==> src/rtl/cu_pkg.sv <==
// Shared encodings for the core control unit: opcodes, bus/ALU codes, register-enable bit
// positions, the FSM state type, and the opcode-to-first-execute-state decoder.
package cu_pkg;

    localparam logic [7:0] OP_NOP   = 8'h00;
    localparam logic [7:0] OP_ENDOP = 8'h01;
    localparam logic [7:0] OP_CLAC  = 8'h02;
    localparam logic [7:0] OP_LDIAC = 8'h03;
    localparam logic [7:0] OP_LDAC  = 8'h04;
    localparam logic [7:0] OP_STR   = 8'h05;
    localparam logic [7:0] OP_STIR  = 8'h06;
    localparam logic [7:0] OP_JUMP  = 8'h07;
    localparam logic [7:0] OP_JMPNZ = 8'h08;
    localparam logic [7:0] OP_JMPZ  = 8'h09;
    localparam logic [7:0] OP_MUL   = 8'h0A;
    localparam logic [7:0] OP_ADD   = 8'h0B;
    localparam logic [7:0] OP_SUB   = 8'h0C;
    localparam logic [7:0] OP_INCAC = 8'h0D;
    localparam logic [3:0] OP_MV_LO = 4'hF;

    localparam logic [3:0] BUS_NONE = 4'd0;
    localparam logic [3:0] BUS_PC   = 4'd1;
    localparam logic [3:0] BUS_IM   = 4'd2;
    localparam logic [3:0] BUS_DM   = 4'd3;
    localparam logic [3:0] BUS_R    = 4'd4;
    localparam logic [3:0] BUS_AC   = 4'd5;
    localparam logic [3:0] BUS_RL   = 4'd6;
    localparam logic [3:0] BUS_RP   = 4'd7;
    localparam logic [3:0] BUS_RQ   = 4'd8;

    localparam logic [2:0] ALU_PASS = 3'd0;
    localparam logic [2:0] ALU_CLR  = 3'd1;
    localparam logic [2:0] ALU_ADD  = 3'd2;
    localparam logic [2:0] ALU_SUB  = 3'd3;
    localparam logic [2:0] ALU_MUL  = 3'd4;
    localparam logic [2:0] ALU_INC  = 3'd5;

    // Bit positions within wrEnReg {AR,R,PC,IR,RL,RC,RP,RQ,R1,AC} and incReg {PC,RC,RP,RQ}
    localparam int WR_AR = 9;
    localparam int WR_R  = 8;
    localparam int WR_PC = 7;
    localparam int WR_IR = 6;
    localparam int WR_RL = 5;
    localparam int WR_RC = 4;
    localparam int WR_RP = 3;
    localparam int WR_RQ = 2;
    localparam int WR_R1 = 1;
    localparam int WR_AC = 0;
    localparam int INC_PC = 3;

    typedef enum logic [5:0] {
        S_IDLE, S_F1, S_F2, S_F3, S_NOP, S_END, S_DONE, S_CLAC,
        S_LDI1, S_LDI2, S_LDI3, S_LDI4, S_LDI5,
        S_LDA1, S_LDA2, S_LDA3,
        S_STR1, S_STR2, S_STR3,
        S_STI1, S_STI2, S_STI3, S_STI4, S_STI5,
        S_JMP1, S_JMP2, S_JMP3, S_SKIP,
        S_MUL, S_ADD, S_SUB, S_INC,
        S_MV_RL_AC, S_MV_RP_AC, S_MV_RQ_AC, S_MV_RC_AC, S_MV_R_AC, S_MV_R1_AC,
        S_MV_AC_RP, S_MV_AC_RQ, S_MV_AC_RL
    } state_t;

    // Conditional jumps resolve here, so the first execute state already knows taken/skip.
    function automatic state_t decode_op(input logic [7:0] op, input logic z,
                                         input state_t undef_st);
        state_t s;
        s = undef_st;
        if (op[3:0] == OP_MV_LO) begin
            case (op[7:4])
                4'd1: s = S_MV_RL_AC;
                4'd2: s = S_MV_RP_AC;
                4'd3: s = S_MV_RQ_AC;
                4'd4: s = S_MV_RC_AC;
                4'd5: s = S_MV_R_AC;
                4'd6: s = S_MV_R1_AC;
                4'd7: s = S_MV_AC_RP;
                4'd8: s = S_MV_AC_RQ;
                4'd9: s = S_MV_AC_RL;
                default: s = undef_st;
            endcase
        end else begin
            case (op)
                OP_NOP:   s = S_NOP;
                OP_ENDOP: s = S_END;
                OP_CLAC:  s = S_CLAC;
                OP_LDIAC: s = S_LDI1;
                OP_LDAC:  s = S_LDA1;
                OP_STR:   s = S_STR1;
                OP_STIR:  s = S_STI1;
                OP_JUMP:  s = S_JMP1;
                OP_JMPNZ: s = z ? S_SKIP : S_JMP1;
                OP_JMPZ:  s = z ? S_JMP1 : S_SKIP;
                OP_MUL:   s = S_MUL;
                OP_ADD:   s = S_ADD;
                OP_SUB:   s = S_SUB;
                OP_INCAC: s = S_INC;
                default:  s = undef_st;
            endcase
        end
        return s;
    endfunction

endpackage

==> src/rtl/control_unit_decode.sv <==
// Moore output table: maps the control-unit state to datapath strobes.
module control_unit_decode
    import cu_pkg::*;
(
    input  state_t      state_i,
    output logic [2:0]  alu_op,
    output logic [3:0]  inc_reg,
    output logic [9:0]  wr_en_reg,
    output logic [3:0]  bus_sel,
    output logic        dm_wr_en,
    output logic        z_wr_en,
    output logic        done,
    output logic        ready
);

    always_comb begin
        alu_op    = ALU_PASS;
        inc_reg   = '0;
        wr_en_reg = '0;
        bus_sel   = BUS_NONE;
        dm_wr_en  = 1'b0;
        z_wr_en   = 1'b0;
        done      = 1'b0;
        ready     = 1'b0;
        case (state_i)
            S_IDLE: ready = 1'b1;
            S_DONE: done = 1'b1;
            S_F1, S_LDI1, S_STI1, S_JMP1: begin
                bus_sel = BUS_PC;
                wr_en_reg[WR_AR] = 1'b1;
            end
            S_F3: begin
                bus_sel = BUS_IM;
                wr_en_reg[WR_IR] = 1'b1;
                inc_reg[INC_PC] = 1'b1;
            end
            S_LDI3, S_STI3: begin
                bus_sel = BUS_IM;
                wr_en_reg[WR_AR] = 1'b1;
                inc_reg[INC_PC] = 1'b1;
            end
            S_LDI5, S_LDA3: begin
                bus_sel = BUS_DM;
                wr_en_reg[WR_AC] = 1'b1;
            end
            S_LDA1, S_STR1: begin
                bus_sel = BUS_R;
                wr_en_reg[WR_AR] = 1'b1;
            end
            S_STR2, S_STI4: begin
                bus_sel = BUS_AC;
                dm_wr_en = 1'b1;
            end
            S_JMP3: begin
                bus_sel = BUS_IM;
                wr_en_reg[WR_PC] = 1'b1;
            end
            S_SKIP: inc_reg[INC_PC] = 1'b1;
            S_CLAC, S_MUL, S_ADD, S_SUB, S_INC: begin
                wr_en_reg[WR_AC] = 1'b1;
                z_wr_en = 1'b1;
                case (state_i)
                    S_CLAC:  alu_op = ALU_CLR;
                    S_MUL:   alu_op = ALU_MUL;
                    S_ADD:   alu_op = ALU_ADD;
                    S_SUB:   alu_op = ALU_SUB;
                    default: alu_op = ALU_INC;
                endcase
            end
            S_MV_RL_AC: begin bus_sel = BUS_AC; wr_en_reg[WR_RL] = 1'b1; end
            S_MV_RP_AC: begin bus_sel = BUS_AC; wr_en_reg[WR_RP] = 1'b1; end
            S_MV_RQ_AC: begin bus_sel = BUS_AC; wr_en_reg[WR_RQ] = 1'b1; end
            S_MV_RC_AC: begin bus_sel = BUS_AC; wr_en_reg[WR_RC] = 1'b1; end
            S_MV_R_AC:  begin bus_sel = BUS_AC; wr_en_reg[WR_R]  = 1'b1; end
            S_MV_R1_AC: begin bus_sel = BUS_AC; wr_en_reg[WR_R1] = 1'b1; end
            S_MV_AC_RP: begin bus_sel = BUS_RP; wr_en_reg[WR_AC] = 1'b1; end
            S_MV_AC_RQ: begin bus_sel = BUS_RQ; wr_en_reg[WR_AC] = 1'b1; end
            S_MV_AC_RL: begin bus_sel = BUS_RL; wr_en_reg[WR_AC] = 1'b1; end
            default: ;
        endcase
    end

endmodule

==> src/rtl/control_unit.sv <==
// Fetch/decode/execute sequencer for one core; holds the state register, outputs come from
// control_unit_decode. Define CU_ILLEGAL_HALT_EN to halt (DONE) on undefined opcodes.
module control_unit
    import cu_pkg::*;
#(
    parameter int INS_WIDTH = 8
) (
    input  logic                 clk,
    input  logic                 rst,
    input  logic                 start,
    input  logic                 Zout,
    input  logic [INS_WIDTH-1:0] ins,
    output logic [2:0]           aluOp,
    output logic [3:0]           incReg,
    output logic [9:0]           wrEnReg,
    output logic [3:0]           busSel,
    output logic                 DataMemWrEn,
    output logic                 ZWrEn,
    output logic                 done,
    output logic                 ready
);

`ifdef CU_ILLEGAL_HALT_EN
    localparam state_t UNDEF_ST = S_END;
`else
    localparam state_t UNDEF_ST = S_NOP;
`endif

    state_t     state_q, state_d;
    logic [7:0] op;

    assign op = ins[7:0];

    always_ff @(posedge clk or posedge rst) begin
        if (rst) state_q <= S_IDLE;
        else     state_q <= state_d;
    end

    // Any execute state not listed is the last of its instruction and returns to fetch.
    always_comb begin
        state_d = S_F1;
        case (state_q)
            S_IDLE: state_d = start ? S_F1 : S_IDLE;
            S_DONE: state_d = start ? S_DONE : S_IDLE;
            S_F1:   state_d = S_F2;
            S_F2:   state_d = S_F3;
            S_F3:   state_d = decode_op(op, Zout, UNDEF_ST);
            S_END:  state_d = S_DONE;
            S_LDI1: state_d = S_LDI2;
            S_LDI2: state_d = S_LDI3;
            S_LDI3: state_d = S_LDI4;
            S_LDI4: state_d = S_LDI5;
            S_LDA1: state_d = S_LDA2;
            S_LDA2: state_d = S_LDA3;
            S_STR1: state_d = S_STR2;
            S_STR2: state_d = S_STR3;
            S_STI1: state_d = S_STI2;
            S_STI2: state_d = S_STI3;
            S_STI3: state_d = S_STI4;
            S_STI4: state_d = S_STI5;
            S_JMP1: state_d = S_JMP2;
            S_JMP2: state_d = S_JMP3;
            default: state_d = S_F1;
        endcase
    end

    control_unit_decode u_decode (
        .state_i   (state_q),
        .alu_op    (aluOp),
        .inc_reg   (incReg),
        .wr_en_reg (wrEnReg),
        .bus_sel   (busSel),
        .dm_wr_en  (DataMemWrEn),
        .z_wr_en   (ZWrEn),
        .done      (done),
        .ready     (ready)
    );

endmodule

==> config.mk <==
export PLATFORM = sky130hd
export DESIGN_NAME = control_unit
export DESIGN_NICKNAME = d
export VERILOG_FILES = /design/src/rtl/cu_pkg.sv /design/src/rtl/control_unit_decode.sv /design/src/rtl/control_unit.sv
export SDC_FILE = /design/constraint.sdc
export NUM_CORES = 1
export LEC_CHECK = 0
export CELL_PAD_IN_SITES_DETAIL_PLACEMENT = 1
export CELL_PAD_IN_SITES_GLOBAL_PLACEMENT = 2
export CORE_MARGIN = 2
export CORE_UTILIZATION = 26
export CTS_CLUSTER_DIAMETER = 100
export DETAILED_ROUTE_END_ITERATION = 10
export GPL_TIMING_DRIVEN = 0
export PLACE_DENSITY = 0.79
export SKIP_LAST_GASP = 1
export SLEW_MARGIN = 15
export SYNTH_ARGS = -nofsm -noshare
export SYNTH_HDL_FRONTEND = slang
export SYNTH_SLANG_ARGS = --single-unit
==> constraint.sdc <==
create_clock -name clk -period 2.19 [get_ports clk]
set_input_delay 0.3285 -clock clk [delete_from_list [all_inputs] [get_ports clk]]
set_output_delay 0.3285 -clock clk [all_outputs]
set_load 0.02 [all_outputs]
==> results of run 1 <==
per-stage QoR:
stage / setup slack [ns] / area [um^2] / instances / utilization (%)
floorplan: 0.232 / 1400 / 207 / -
global placement: -0.330 / 1770 / 305 / 34.5
detailed placement: -0.343 / 1770 / 305 / 34.5
CTS: -0.113 / 1830 / 307 / 35.6
global route: -0.0892 / 1860 / 310 / 36.2
finish: 0.0370 / 1860 / 310 / 36.2
Yosys cell counts, drive strengths merged (2+ instances only):
cell	count
nand2	16
inv	9
o22ai	2
ha	5
nor3b	2
a21oi	21
nand2b	7
nor3	8
nor4	3
a211oi	6
nor2	17
nor4b	2
or3b	3
clkbuf	5
o21a	3
o21ai	13
or3	5
nand3b	3
nor2b	8
and3	2
xor2	3
buf	19
nand3	4
dfrtp	6
o211ai	2
o31ai	2
or2	2
a211o	3
a32oi	3
timing repair:
| item | 4_1_cts | 5_1_grt |
|---|---|---|
| gates cloned | 0 | 0 |
| setup buffers | 0 | 3 |
| resized for setup | 63 | 29 |
| hold endpoints to repair | 0 | 0 |
| setup endpoints to repair | 22 | 15 |
layout make-up:
cell class / count / area [um^2] / share of cell area [%]
buffer: 23 / 188 / 10.1
clock buffer: 3 / 41.3 / 2.22
inverter: 10 / 42.5 / 2.28
multi-input combinational: 167 / 1100 / 59.1
sequential: 6 / 151 / 8.13
tap: 70 / 87.6 / 4.70
timing repair buffer: 31 / 251 / 13.5
worst paths after layout:
check	slack, ns	end	startpoint	cells after the start
worst max-delay path	0.04	busSel[1]	state_q[1]	6
min in group clk	0.46	state_q[5]	ins[1]	3
worst max register to register	0.52	state_q[0]	state_q[1]	5
worst min-delay path	0.32	state_q[5]	rst	2
worst min register to register	0.81	state_q[5]	state_q[0]	3
max in group asynchronous	1.67	state_q[3]	rst	2
power by group:
group	internal [W]	switching [W]	total, W	leakage (nW)
registers	0.000145	0.0000442	0.000189	0.0774
logic	0.000569	0.000803	0.00137	0.718
clock network	0.000118	0.0000456	0.000164	0.0216
total	0.000832	0.000893	0.00173	0.817
metal layers:
| layer | routed length, um | GRT usage, % |
|---|---|---|
| met1 | 2230 | 21.7 |
| met2 | 2440 | 28.8 |
| met3 | 163 | 1.06 |
| met4 | 82 | 6.25 |
| met5 | 0 | 0 |
cells by family after synthesis:
group           count (synthesis)  synth area share (%)
compound gates                 67                  31.8
xor+xnor                        4                  2.51
fa+ha+maj                       5                  4.48
buf+inv                        34                  13.8
flops                           6                  10.8
mux                             2                  1.52
other cells                     1                 0.269
simple gates                   86                  34.9
==> flow_summary.yaml, run 1 <==
placed_design:
  io_buffers: 28
  gp_congestion: 0.872
  dpl.hpwl_mm: 3.76
detailed_routing:
  ant_nets: 0
  drt-pass1-iter-count: 4
  vias: 1639
  drt_iter0_markers: 87
  vias_per_cell: 5.29
  wl_per_cell_um: 15.8
  wl_mm: 4.91
  drc: 0
clock_tree:
  clk_pin_slew_ns: 0.04
  cts-htree-levels: 1
  numCtsBuffers: 3
  clock_path_buffers: 2
  cts_hold_buffers: 0
  cts.sinks: 6
  cts_tree: "built"
  clk_latency_ns: 0.22
  cts-root-buf: "clkbuf_8"
final_layout:
  regMostFlops: "state_q"
  layout_commonest_cell: "a21oi_1"
  drive_gt1_share_pct: 25.0
  final_cell_mix: "a21oi_1, buf_4, nor2_1, nand2_1, inv_1"
  fillers: 684
  largest_reg_flops: 6
  nets: 259
  largestRegisters: "state_q (6)"
  syn_to_final_growth_pct: 33.3
  n_antenna_cell: 0
worst_setup_path:
  cp_slowest_stage_delay_ns: 0.42
  critical-path-top-delay-family: "simple AND/OR/NAND/NOR gates"
  crit_buf_inv: 2
  cp-end-kind: "primary output"
  crit_chain: "buf_6, or3b_1, a211oi_1, nor3_1, o22ai_1, buf_4"
  crit_slowest_cell: "dfrtp_1"
  startpoint_type: "register"
  critPathRequiredTime_ns: 1.86
  crit_type: "reg -> out"
  critPathMaxFanout: 10
  cp_data_arrival_time_ns: 1.82
outcome:
  outcome: "finished clean"
sta:
  fin_worst_skew_ns: 0.00133
  setup_viol: 0
  hold_violations: 0
  whs_ns: 0.318
  rsz0062_at_grt: "true"
  slew_violations: 0
  min_period_ns: 2.15
  tns_ns: 0
  max_freq_mhz: 464
  period_share_pct: 98.3
logic_synthesis:
  postSynthCellCount: 205
  avgSynthCellArea_um2: 6.81
  synth_edf_count: 0
  synth_async_sr_flop_share_pct: 100
  ys_seq_area_share_pct: 10.8
  ys.flop_type: "dfrtp_1"
  synth_area_leader_cell: "dfrtp_1"
  synth.ff_latch_count: 6
  netlist_area_um2: 1400
  synth_area_leaders: "dfrtp_1, a21oi_1, nor2_1"
  synth_cell_type_count: 60
  synth_top_area_share_pct: 10.8
  yosysWarnings: 0
die:
  die_h_um: 77.3
  start_util_pct: 27.2
  ios: 37
  die_area_um2: 5970
  core_um2: 5140
  rows: 26
  die_w_um: 77.3
power:
  p_leak_nw: 0.817
  power.density_nw_per_um2: 927
  finalPower_w: 0.00173
  vdd_drop_max_v: 0.000256
global_route:
  grt_max_degree: 11
  grt_pass1_vias: 1631
  grt_pass1_wl_mm: 8.18
  grt_usage_pct: 16.7
  grt_antenna_before_repair: 0
  grt-ovfl-total: 0
min_path:
  worstHoldPathType: "in -> async"
run:
  cap_violations: 0
Note: power is estimated with default switching activity, not from simulation.
==> run 2, diff against run 1 <==
- ABC_AREA: unset -> 0
- CAP_MARGIN: unset -> 40
- GPL_ROUTABILITY_DRIVEN: unset -> 0
==> results of run 2 <==
No change in the layout: final DEF, timing and power equal those of run 1.
==> run 3, diff against run 2 <==
- CORE_UTILIZATION: 26 -> 28
- PLACE_DENSITY: 0.79 -> 0.84
- clock period: 2.19 -> 2.5 ns (I/O delays scaled with it)
==> run 3 against run 2 <==
Effect of this change: final area shrank 2.3%; sequential share of layout area increased by 0.12 points; sequential cell count did not move; global-route usage grew 0.29 points; die area down 6.8%; utilization increased by 2.0 points; worst hold slack better by 0.051 ns; power shrank 17%; largest cell class unchanged; routed wire length shrank 5.6%; via count shrank 5.4%.
==> flow_summary.yaml, run 3 (synthesis gave the netlist of run 1 again) <==
power:
  power.density_nw_per_um2: 785
  finalPower_w: 0.00143
  vdd_drop_max_v: 0.000193
  p_leak_nw: 0.813
sta:
  max_freq_mhz: 411
  fin_worst_skew_ns: 0.00213
  fin_ws_ns: 0.0654
  setup_viol: 0
  slew_violations: 0
  min_period_ns: 2.43
  rsz0062_at_grt: "true"
  hold_violations: 0
  period_share_pct: 97.4
placed_design:
  io_buffers: 28
  dp_slack_ns: -0.0308
  dpl.hpwl_mm: 3.61
  post_dp_cell_area_um2: 1770
  dp.cells: 302
final_layout:
  regMostFlops: "state_q"
  layout_commonest_cell: "a21oi_1"
  nets: 256
  n_antenna_cell: 0
  design_area_um2: 1820
  utilization_pct: 38.3
  fin_cells: 304
  final_cell_mix: "a21oi_1, nor2_1, nand2_1, clkdlybuf4s50_1"
  largest_reg_flops: 6
  largestRegisters: "state_q (6)"
  drive_gt1_share_pct: 17.7
  syn_to_final_growth_pct: 30.3
  fillers: 624
clock_tree:
  cts-root-buf: "clkbuf_8"
  cts_tree: "built"
  clk_latency_ns: 0.22
  cts.sinks: 6
  clk_pin_slew_ns: 0.04
  clock_path_buffers: 2
  cts_hold_buffers: 0
  cts-htree-levels: 1
  numCtsBuffers: 3
worst_setup_path:
  critPathMaxFanout: 10
  rr_startpoint: "state_q[1]"
  cp-startpoint: "state_q[3]"
  cp-end-kind: "primary output"
  startpoint_type: "register"
  critPathRequiredTime_ns: 2.12
  cp_data_arrival_time_ns: 2.06
  reg2reg_depth: 5
  crit_type: "reg -> out"
min_path:
  worstHoldPathType: "in -> async"
die:
  ios: 37
  die_area_um2: 5570
  core_um2: 4750
  rows: 25
  die_h_um: 74.6
  die_w_um: 74.6
  start_util_pct: 29.4
global_route:
  grt_antenna_before_repair: 0
  grt_max_degree: 11
  grt-ovfl-total: 0
  grt_pass1_wl_mm: 7.46
  grt_usage_pct: 17.0
  grt_pass1_vias: 1569
outcome:
  outcome: "finished clean"
detailed_routing:
  drt-pass1-iter-count: 4
  ant_nets: 0
  drt_iter0_markers: 67
  vias: 1550
  wl_mm: 4.63
  wl_per_cell_um: 15.2
  drc: 0
  vias_per_cell: 5.10
run:
  cap_violations: 0
## run 3: path summary, 6_finish.rpt
kind | to | slack [ns]
setup / recovery | wrEnReg[4] | 0.07
hold / removal | state_q[5] | 0.37
setup reg to reg | state_q[0] | 0.80
hold reg to reg | state_q[5] | 0.81
max in group asynchronous | state_q[3] | 1.94
min in group clk | state_q[5] | 0.51
## run 3: metrics by stage
stage / TNS (ns) / hold slack [ns]
after floorplan: 0 / 0.166
after global placement: -0.0733 / 0.596
after detailed placement: -0.0597 / 0.606
after CTS: -0.463 / 0.376
after global routing: -0.129 / 0.391
final: 0 / 0.369
## run 3: metal layers
metal | GRT usage (%) | part of all wire [%]
met5 | 0 | 0
met4 | 5.75 | 0.54
met3 | 0.937 | 3.9
met2 | 29.8 | 50
met1 | 22.2 | 46
## run 3: report_power, final
group	leakage (nW)	total, W	switching (W)	internal [W]
registers	0.0790	0.000158	0.0000314	0.000127
logic	0.712	0.00112	0.000681	0.000444
clock network	0.0216	0.000145	0.0000412	0.000103
## run 3: what timing repair did
action,CTS,global route
gates cloned,0,0
setup buffers,0,0
endpoints found under the setup margin,21,15
resized for setup,16,15
## run 3: cell type report
class                           instances  area, um^2  area share, %
Tap cell                               67        83.8           4.61
Clock buffer                            3        41.3           2.27
Timing Repair Buffer                   28         272           14.9
Sequential cell                         6         150           8.25
Multi-Input combinational cell        167        1070           58.9
Inverter                               10        42.5           2.34
Buffer                                 23         158           8.67
## run 3: critical path: stages, from the launching register on
cell and delay [ns]:
dfrtp_1 0.43, buf_2 0.21, buf_2 0.20, nor2_1 0.14, nand2_1 0.11, nor2_1 0.12
clkdlybuf4s50_1 0.61
